**config.mk**
```make
export PLATFORM = sky130hd
export DESIGN_NAME = alu_uart_intf
export DESIGN_NICKNAME = d
export VERILOG_FILES = /design/src/rtl/alu_uart_intf.sv
export SDC_FILE = /design/constraint.sdc
export NUM_CORES = 1
export LEC_CHECK = 0
export ABC_AREA = 1
export CAP_MARGIN = 10
export CORE_MARGIN = 4
export CORE_UTILIZATION = 40
export CTS_CLUSTER_SIZE = 10
export DETAILED_ROUTE_END_ITERATION = 10
export DONT_BUFFER_PORTS = 1
export PLACE_DENSITY = 0.54
export SYNTH_ARGS = -nofsm -noshare
export SYNTH_HDL_FRONTEND = slang
export SYNTH_SLANG_ARGS = --single-unit
```
**constraint.sdc**
```tcl
create_clock -name i_clk -period 4.4 [get_ports i_clk]
set_input_delay 0.66 -clock i_clk [delete_from_list [all_inputs] [get_ports i_clk]]
set_output_delay 0.66 -clock i_clk [all_outputs]
set_load 0.02 [all_outputs]
```
**src/rtl/alu_uart_intf.sv**
```systemverilog
// Sequences UART bytes A, B, opcode into an external ALU and returns its result byte.
// Latency: the result push strobe comes two cycles after the opcode pop, when TX has room.
// Backpressure: waits in SEND while TX is full; stalls in the GET states while RX is empty.
module alu_uart_intf #(
  parameter int DATA_W  = 8,
  parameter int OP_W    = 6,
  parameter int TIMEOUT = 50000000
) (
  input  logic              i_clk,
  input  logic              i_reset,
  input  logic              i_rx_empty,
  input  logic [DATA_W-1:0] i_rx_data,
  output logic              o_rd_uart,
  input  logic              i_tx_full,
  output logic [DATA_W-1:0] o_tx_data,
  output logic              o_wr_uart,
  output logic [DATA_W-1:0] o_alu_a,
  output logic [DATA_W-1:0] o_alu_b,
  output logic [OP_W-1:0]   o_alu_op,
  input  logic [DATA_W-1:0] i_alu_result,
  output logic              o_timeout
);

  // Counter only has to reach TIMEOUT-1, where the frame is abandoned.
  localparam int CNT_W = (TIMEOUT > 1) ? $clog2(TIMEOUT) : 1;
  localparam logic [CNT_W-1:0] CNT_MAX = CNT_W'(TIMEOUT - 1);

  typedef enum logic [2:0] {GET_A, GET_B, GET_OP, EXEC, SEND} state_t;

  state_t           state, state_nxt;
  logic             rd_block;   // set in the cycle after a pop so pops never land back to back
  logic [CNT_W-1:0] to_cnt;
  logic             pop;
  logic             waiting;    // mid-frame and starved of bytes

  // Next-state and strobe decode; a pop is allowed in any GET state unless one just happened.
  always_comb begin
    state_nxt = state;
    pop       = 1'b0;
    waiting   = 1'b0;
    o_rd_uart = 1'b0;
    o_wr_uart = 1'b0;
    o_timeout = 1'b0;
    case (state)
      GET_A: begin
        pop = !i_rx_empty && !rd_block;
        if (pop) state_nxt = GET_B;
      end
      GET_B, GET_OP: begin
        pop     = !i_rx_empty && !rd_block;
        waiting = i_rx_empty;
        if (pop) begin
          state_nxt = (state == GET_B) ? GET_OP : EXEC;
        end else if (waiting && to_cnt == CNT_MAX) begin
          o_timeout = 1'b1;
          state_nxt = GET_A;
        end
      end
      EXEC: state_nxt = SEND;
      SEND: begin
        if (!i_tx_full) begin
          o_wr_uart = 1'b1;
          state_nxt = GET_A;
        end
      end
      default: state_nxt = GET_A;
    endcase
    o_rd_uart = pop;
  end

  // State, pop spacing and idle counter; rd_block resets high so nothing pops while in reset.
  always_ff @(posedge i_clk or negedge i_reset) begin
    if (!i_reset) begin
      state    <= GET_A;
      rd_block <= 1'b1;
      to_cnt   <= '0;
    end else begin
      state    <= state_nxt;
      rd_block <= pop;
      if (pop || state_nxt == GET_A)
        to_cnt <= '0;
      else if (waiting && to_cnt != CNT_MAX)
        to_cnt <= to_cnt + CNT_W'(1);
    end
  end

  // Operand capture on each byte's own pop edge and result capture in EXEC; all hold otherwise.
  always_ff @(posedge i_clk or negedge i_reset) begin
    if (!i_reset) begin
      o_alu_a   <= '0;
      o_alu_b   <= '0;
      o_alu_op  <= '0;
      o_tx_data <= '0;
    end else begin
      if (pop && state == GET_A)  o_alu_a  <= i_rx_data;
      if (pop && state == GET_B)  o_alu_b  <= i_rx_data;
      if (pop && state == GET_OP) o_alu_op <= i_rx_data[OP_W-1:0];
      if (state == EXEC)          o_tx_data <= i_alu_result;
    end
  end

endmodule

```
==> results.py <==
metrics = {
    "die": {
        "coreArea_sq_um": 7290,
        "die_y_um": 94.9,
        "rows": 31,
        "dieArea_sq_um": 9000,
        "die_w_um": 94.9,
        "ios": 53,
        "initial_utilization_pct": 41.4,
    },
    "critical_path": {
        "timing.rr.start": "state[0]",
        "r2r-end": "to_cnt[22]",
        "slowest_stage": "nor4_1",
        "worstSetupPathDepth": 5,
        "critPathArrivalTime_ps": 2070,
        "crit_chain": "ha_1 > nand2_1 > nor2_4 > nand3_1 > nor4_1",
        "cp_max_fo": 5,
        "regToRegSetupSlack_ps": 2400,
        "startpoint_type": "register",
        "endpoint": "o_timeout",
        "critical_path_buf_inv_count": 0,
        "crit_start": "to_cnt[0]",
        "path_class": "reg -> out",
        "worstPathRequired_ps": 3740,
        "ff2ff_path_depth": 9,
        "end_kind": "primary output",
        "critPathTopFamily": "simple AND/OR/NAND/NOR gates",
        "cpPeakStageDelay_ps": 820,
    },
    "sta": {
        "setup_tns_ps": 0,
        "setup_slack_ps": 1670,
        "hold_viol": 0,
        "tightest_slew_ps": 1010,
        "finalMaxSlewViolations": 0,
        "max-slew-margin-rel_pct": 32.3,
        "rsz0062_at_grt": "no",
        "finalCritPeriodShare_pct": 62.1,
        "finalClockSkew_ps": 7.88,
        "period_needed_ps": 2730,
        "fmax_mhz": 366,
        "setup_viol": 0,
    },
    "power": {
        "vdd_drop_max_v": 0.000332,
        "leakage_nw": 1.48,
        "power_density_nw_per_um2": 601,
    },
    "cells_and_area": {
        "multi_input_area_sq_um": 1300,
        "syn_to_final_growth_pct": 9.62,
        "nFillCells": 754,
        "fin_area_sq_um": 3310,
        "final_nets": 383,
        "final_util_pct": 45.4,
        "final_cells": 466,
        "regArea_sq_um": 1500,
        "drive_gt1_share_pct": 19.3,
        "diodes": 0,
    },
    "placed_design": {
        "dpl-instance-area_sq_um": 3080,
        "place_congestion": 0.787,
        "place_hpwl_um": 4500,
        "post-place-cells": 449,
        "place_ws_ps": 2000,
        "port-buffer-count": 0,
    },
    "route": {
        "wl_per_cell_um": 13.4,
        "drcViolationCount": 0,
        "vias": 2200,
        "drtAntennaViolNets": 0,
        "first_pass_iters": 4,
        "viasPerCell": 4.72,
        "drt_wl_total_um": 6250,
        "dr.first_iter.drc_count": 84,
    },
    "job": {
        "drv_cap": 0,
    },
    "logic_synthesis": {
        "syn_inst": 356,
        "avgSynthCellArea_sq_um": 8.48,
        "syn-num-nets": 377,
        "yosysUniqueCellTypes": 27,
        "yosys_warnings": 0,
        "ys.flop_type": "dfrtp_1",
        "synth_edf_count": 0,
        "seq_area_frac_synth_pct": 49.8,
        "async_reset_ff_share_pct": 100,
        "yosys_register_bits": 60,
        "syn_area_sq_um": 3020,
    },
    "cts": {
        "htreeDepth": 3,
        "cts_buffers": 9,
        "cts_root_buffer": "clkbuf_8",
        "cts_tree": "yes",
        "cts_resized": 0,
        "clock_sinks": 60,
        "clk_latency_ps": 340,
        "clockBufferDepth": 2,
        "clk_pin_slew_ps": 70,
    },
    "global_routing": {
        "antenna_found_initial": 0,
        "grt_overflow_total": 0,
        "grt_pass1_vias": 2159,
        "grt_pass1_wl_um": 10400,
        "grt_start_max_net_pins": 60,
        "track_usage_pct": 15.3,
    },
    "status": {
        "status": "finished clean",
    },
    "min_path": {
        "hp-class": "in -> async",
    },
}
## synth_stat cells (4+ instances only)
library cell,count,area [sq um]
nor4_1,4,25.0
nor3_1,7,35.0
dfrtp_1,59,1480
nand2_2,7,43.8
nand4_1,7,43.8
nor2_1,26,97.6
xor2_1,13,114
inv_2,4,15.0
nand2_1,98,368
nor2_4,7,78.8
inv_1,34,128
nand3_1,15,75.1
nor2_2,27,169
o21ai_0,24,120
## how the worst min path moves through the flow
stage | from | to | slack, ps | depth (start not counted)
finish | i_reset | rd_block | 160 | 0
global route | i_reset | rd_block | 130 | 0
CTS | i_reset | rd_block | 130 | 0
detailed placement | i_reset | to_cnt[2] | 370 | 0
global placement | i_reset | to_cnt[4] | 370 | 0
floorplan | i_reset | o_alu_a[0] | 360 | 0
## cells in the final DEF, fill, tap and decap left out
cell type   count
dfstp_2         1
nor2_4          7
a21oi_1         3
inv_4           2
nor3_2          2
clkinvlp_4      2
nor2_1         26
nand3_2         3
o21ai_0        24
nor3_1          7
nand2_1        98
xor2_1         13
clkinv_4        1
clkbuf_8       10
clkinv_2        2
nor2_2         27
dfrtp_1        59
xnor2_1         3
inv_1          34
nand2_4         1
or2_1           1
nand4_1         7
bufinv_16       1
ha_1            1
nand3_1        15
buf_16          1
a31oi_1         1
inv_2           4
nor4_1          4
nand2_2         7
## power breakdown
part | internal (W) | switching [W] | leakage, nW
Sequential | 0.000706 | 0.000274 | 0.786
Clock | 0.000275 | 0.000226 | 0.0983
Combinational | 0.000133 | 0.000374 | 0.600
## flip-flops by register name (all words and copies together) (netlist names)
name and cells:
o_alu_a 8, o_alu_b 8, o_alu_op 6, o_tx_data 8, rd_block 1, state 3
to_cnt 26
## through the flow
| step | power (W) | hold WS [ps] |
|---|---|---|
| 4_1_cts | 0.00203 | 132 |
| 2_1_floorplan | 0.00146 | 364 |
| 5_1_grt | 0.00213 | 132 |
| 3_3_place_gp | 0.00149 | 367 |
| 6_report | 0.00199 | 159 |
| 3_5_place_dp | 0.00150 | 367 |
## kinds of logic after synthesis
kind of cell    after synthesis  share of synthesized area (%)
xor+xnor                     16                           4.64
simple gates                205                           33.3
compound gates               28                           4.69
flops                        60                           49.8
fa+ha+maj                     1                          0.415
buf+inv                      46                           7.21
## repair_timing
action	in CTS	in global routing
setup endpoints to repair	0	0
buffers inserted	0	0
hold endpoints to repair	59	0
hold buffers	1	0
## per-layer routing
metal / up-vias / share of wire (%) / track usage, %
met3: 13 / 5.1 / 5.02
met1: 1016 / 47 / 20.0
met2: 38 / 45 / 23.0
met4: 0 / 2.1 / 6.85
met5: - / 0 / 0
li1: 1133 / - / -
## final cells by class
class / count / share of cell area, %
clock inverters: 6 / 1.93
clock buffers: 10 / 4.16
flip-flops and latches: 60 / 45.4
repair buffers: 1 / 0.832
multi-input cells: 250 / 39.2
well taps: 99 / 3.74
inverters: 40 / 4.69
(Power assumes the default switching activity.)
